### src/rtl/real_to_pwl.sv
// Converts a stepwise signed sample stream into a slope-limited piecewise-linear waveform.
// Each change of in_val starts a 2^TR_LOG2-cycle linear ramp from the current output toward the new target.
module real_to_pwl #(
   parameter int unsigned WIDTH   = 16,
   parameter int unsigned TR_LOG2 = 2
) (
   input  logic                    clk,
   input  logic                    rst,
   input  logic signed [WIDTH-1:0] in_val,
   output logic signed [WIDTH-1:0] out_val,
   output logic signed [WIDTH-1:0] out_slope,
   output logic                    busy,
   output logic                    seg_start
);

   localparam int unsigned DW     = WIDTH + 1;
   localparam int unsigned RW     = TR_LOG2 + 1;
   localparam bit          RAMPED = (TR_LOG2 != 0);
   localparam logic signed [DW-1:0] BIAS      = DW'((2 ** TR_LOG2) - 1);
   localparam logic        [RW-1:0] RAMP_LAST = RW'((2 ** TR_LOG2) - 1);

   logic signed [WIDTH-1:0] target, target_d;
   logic signed [WIDTH-1:0] slope, slope_d;
   logic        [RW-1:0]    remaining, remaining_d;
   logic signed [WIDTH-1:0] out_d;
   logic                    seg_d;

   logic signed [DW-1:0]    delta;
   logic signed [DW-1:0]    biased;
   logic signed [WIDTH-1:0] seg_slope;

   // Per-cycle step of a new segment, truncated toward zero so the ramp never overshoots.
   always_comb begin
      delta     = {in_val[WIDTH-1], in_val} - {out_val[WIDTH-1], out_val};
      biased    = delta[DW-1] ? (delta + BIAS) : delta;
      seg_slope = WIDTH'(biased >>> TR_LOG2);
   end

   always_comb begin
      target_d    = target;
      slope_d     = slope;
      remaining_d = remaining;
      out_d       = out_val;
      seg_d       = 1'b0;
      if (in_val != target) begin
         target_d = in_val;
         seg_d    = 1'b1;
         if (RAMPED) begin
            out_d       = out_val + seg_slope;
            slope_d     = seg_slope;
            remaining_d = RAMP_LAST;
         end else begin
            out_d       = in_val;
            slope_d     = '0;
            remaining_d = '0;
         end
      end else if (remaining > RW'(1)) begin
         out_d       = out_val + slope;
         remaining_d = remaining - RW'(1);
      end else if (remaining == RW'(1)) begin
         // Final step snaps to target, absorbing the truncation residue.
         out_d       = target;
         slope_d     = '0;
         remaining_d = '0;
      end
   end

   always_ff @(posedge clk) begin
      if (rst) begin
         target    <= '0;
         slope     <= '0;
         remaining <= '0;
         out_val   <= '0;
         seg_start <= 1'b0;
      end else begin
         target    <= target_d;
         slope     <= slope_d;
         remaining <= remaining_d;
         out_val   <= out_d;
         seg_start <= seg_d;
      end
   end

   assign out_slope = slope;
   assign busy      = (remaining != '0);

endmodule

### config.mk
export PLATFORM = sky130hd
export DESIGN_NAME = real_to_pwl
export DESIGN_NICKNAME = d
export VERILOG_FILES = /design/src/rtl/real_to_pwl.sv
export SDC_FILE = /design/constraint.sdc
export NUM_CORES = 1
export LEC_CHECK = 0
export BUFFER_PORTS_ARGS = -buffer_cell sky130_fd_sc_hd__buf_2
export CAP_MARGIN = 25
export CORE_ASPECT_RATIO = 2
export CORE_UTILIZATION = 57
export DETAILED_ROUTE_END_ITERATION = 7
export PLACE_DENSITY = 0.87
export SLEW_MARGIN = 15
export SYNTH_ARGS = -nofsm -noshare
export SYNTH_HDL_FRONTEND = slang
export SYNTH_SLANG_ARGS = --single-unit
### constraint.sdc
create_clock -name clk -period 6.33 [get_ports clk]
set_clock_uncertainty 0.2 [all_clocks]
set_input_delay 0 -clock clk [delete_from_list [all_inputs] [get_ports clk]]
set_output_delay 0 -clock clk [all_outputs]
set_load 0.005 [all_outputs]
==> impl_results.md <==
- Status: finished clean
- Critical Setup Path Class: primary input to flop
- CTS tree: built
- Synth-to-Final Area Change: 14.18%
- Overall routing resource usage: 37.08%
- Leading cell type in the layout, fill and taps excluded: nor2_1
- Yosys reg bits: 51
- Cell count after synthesis: 603
- Post-Route WL: 15,010 um
- Fmax: 180.2 MHz
- Switching part of the total power: 49.62%
- Remaining DRCs: 0
- Comb power frac: 72.7%
- H-tree depth: 2
- Via count of the routed design: 4,992
- CTS Root Cell: clkbuf_16
- Worst-path clk slew: 0.07 ns
- Layout Utilization: 68.00%
- WP data arrival: 5.58 ns
- Fillers: 671
- Multi-input gate area: 0.003533 mm2
- Later-pin clock latency in the skew report: 0.30 ns
- Worst Hold Class: primary input to flop
- Drt pass-1 iters: 5
- Worst Path Max Fanout: 6
- Worst hold path depth: 2
- Non-Filler Instances: 758
- Fin nets: 732
- Core Area: 0.008000 mm2
- Leak: 2.514 nW
- Synthesized area: 0.004765 mm2
- Setup TNS: 0 ns
- # diodes: 0
- Relative slew slack: 47.57%
- Fraction of layout cells with a size suffix above 1: 11.48%
- CTS buffer count: 5
- Synth cell types: 67
- Routability cong.: 1.002
- Count of final setup violators: 0
- Multiplexer share of the synthesized area: 1.077%
- Initial Utilization: 59.56%
- Internal power: 0.001610 W
- Largest net degree at the start of global routing: 38
- Yosys warns: 0
- Adder-cell area share of the yosys netlist: 14.39%
- Max_cap viols: 0
- Synth Area per Inst: 7.901 um2
- Hold Fails Final Rpt: 0
- Overflow after GRT: 0
- Sink Count: 51
- Largest family of logic cells by synthesized area: compound AO/OA/AOI/OAI gates
- Setup Buffers After CTS: 0
- Startpoint types: primary input
- Routed vias/inst: 6.586
- R2r endpoint: out_val[15]
- Die height: 131.3 um
- Die area: 0.008751 mm2
- Sequential cell area: 0.001021 mm2
- HPWL after DPL: 11,370 um
- Final worst-path cycle share: 87.68%
- Maximum vdd drop: 0.0004486 V
- Antenna Nets Post-Route: 0
- Sequential-to-total area share from yosys stat: 21.43%
- Reg2Reg Depth: 19
- Unrepaired setup endpoints after global routing: no
- Top FF cell, synth: dfxtp_1
- DR iter-0 viols: 344
- Placed instance count: 734
- Critical path required time: 6.36 ns
- Slew @ Worst Pin: 0.7864 ns
- Row cnt: 46
- Xor/xnor share of the synthesized area: 11.21%
- RR Startpoint: out_val[1]
- Synthesized Nets: 674
- R2R setup slack: 0.78 ns
- Worst hold path startpoint: rst
- Clk pwr share: 10.4%
- Clock Tree Buf Depth: 2
- First-pass GRT wire length: 24,320 um
- Synth Area in Compound Gates: 24.19%
- Flop pwr share: 16.9%
- Sw power: 0.001585 W
- Vias in the first global route: 5,122
- WL/cell: 19.80 um
- PortBufs: 51
- Final worst path period need: 5.550 ns
- P per Cell Area: 587.2 mW/mm2
- Final slew viol count: 0
- Share of synthesized registers carrying an async set or reset: 0%
- Initial antenna violation count: 0
- Post-synthesis simple-gate area fraction: 23.06%
- Die Width: 66.65 um
- Post-synth EDFFs: 0
- I/O pin cnt: 52
- Min-Delay Endpoint: target[0]
- Hold Buf Count CTS: 16
- Most frequent cells in the layout: nor2_1 (63), buf_2 (51), dfxtp_1 (51)
- Crit end category: flop
- Post-CTS resize count: 0
==> area by class of cell <==
class                           instances  area share (%)
Clock buffer                            6           2.553
Clock inverter                          2          0.7130
Inverter                               33           2.277
Multi-Input combinational cell        497           64.95
Sequential cell                        51           18.77
Tap cell                               96           2.208
Timing Repair Buffer                   73           8.533
==> flip-flops by register name (all words and copies together) (netlist names) <==
| register | count |
|---|---|
| target | 16 |
| remaining | 3 |
| out_val | 16 |
| seg_start | 1 |
| out_slope | 15 |
==> synthesized netlist by cell type, types with 4 or more instances <==
| library cell | count | share of area [%] |
|---|---|---|
| a31oi_1 | 7 | 0.92 |
| xnor2_1 | 25 | 4.6 |
| o21a_1 | 4 | 0.63 |
| clkbuf_1 | 14 | 1.1 |
| a21o_1 | 11 | 1.7 |
| and2_1 | 5 | 0.66 |
| a21oi_1 | 38 | 4.0 |
| nand4_1 | 5 | 0.66 |
| nor2b_1 | 23 | 3.0 |
| nor3_1 | 12 | 1.3 |
| ha_1 | 50 | 13 |
| nor2_1 | 63 | 5.0 |
| nand3_1 | 13 | 1.4 |
| o21ai_0 | 20 | 2.1 |
| dfxtp_1 | 51 | 21 |
| and3_1 | 8 | 1.1 |
| a211o_1 | 10 | 1.8 |
| nand2b_1 | 15 | 2.0 |
| xor2_1 | 36 | 6.6 |
| a22o_1 | 15 | 2.8 |
| o21bai_1 | 5 | 0.79 |
| inv_1 | 33 | 2.6 |
| nand2_1 | 40 | 3.2 |
| mux2i_1 | 4 | 0.84 |
| nor4_1 | 10 | 1.3 |
| a211oi_1 | 6 | 0.95 |
| a311oi_1 | 7 | 1.3 |
| or3_1 | 7 | 0.92 |
| o211ai_1 | 5 | 0.79 |
==> through the flow <==
stage               instance area (um2)  worst slack, ns  hold WS, ns  total power (W)
CTS                                5440           0.9210      0.05194         0.003128
detailed placement                 5102           0.9607      0.06422         0.002764
global route                       5440           0.2469      0.08168         0.003447
finish                             5440           0.7800      0.07817         0.003195
global placement                   5091            1.140      0.05878         0.002688
floorplan                          4765            1.571     -0.07182         0.002225
==> worst max-delay path, cell delays in order <==
cell and delay (ns):
dlygate4sd3_1 0.53, buf_2 0.13, inv_1 0.06, ha_1 0.23, fa_1 0.43, nand2b_1 0.19
a21oi_1 0.21, xnor2_1 0.15, nor4b_1 0.38, nor2b_1 0.32, nand4_1 0.27, nand3b_1 0.25
xnor2_1 0.38, ha_1 0.34, o21ai_0 0.16, nand2b_1 0.10, a21o_1 0.19, o31a_1 0.11
a41oi_1 0.47, nor2_1 0.12, a2111o_1 0.44, nor2_1 0.11
==> power by group through the flow <==
stage	registers, W	logic (W)	clock network [W]
3_5_place_dp	0.000543	0.00222	0
2_1_floorplan	0.000515	0.00171	0
3_3_place_gp	0.000540	0.00215	0
4_1_cts	0.000535	0.00226	0.000337
6_report	0.000541	0.00232	0.000333
5_1_grt	0.000551	0.00255	0.000349
==> worst max path at each step <==
| stage | from | endpoint | slack, ns | cells past startpoint |
|---|---|---|---|---|
| after global placement | out_val[4] | out_val[15] | 1.14 | 19 |
| after CTS | out_val[1] | out_val[15] | 0.92 | 19 |
| final | in_val[0] | out_val[15] | 0.78 | 22 |
| after global routing | out_val[1] | out_val[15] | 0.25 | 19 |
| after floorplan | out_val[11] | out_val[14] | 1.57 | 22 |
| after detailed placement | out_val[1] | out_val[15] | 0.96 | 19 |
==> kinds of logic after synthesis <==
family / after synthesis
XOR/XNOR: 61
AND/OR/NAND/NOR: 217
multiplexers: 5
AO/OA/AOI/OAI: 161
flip-flops: 51
buffers and inverters: 55
adder cells (fa/ha/maj): 53
==> per-layer routing <==
layer | up-vias | GRT usage [%] | part of all wire (%)
li1 | 2295 | - | -
met4 | 0 | 37.12 | 11
met3 | 112 | 8.073 | 4.5
met2 | 237 | 62.07 | 52
met1 | 2348 | 34.12 | 33
met5 | - | 0 | 0
Note: power is estimated with default switching activity, not from simulation.
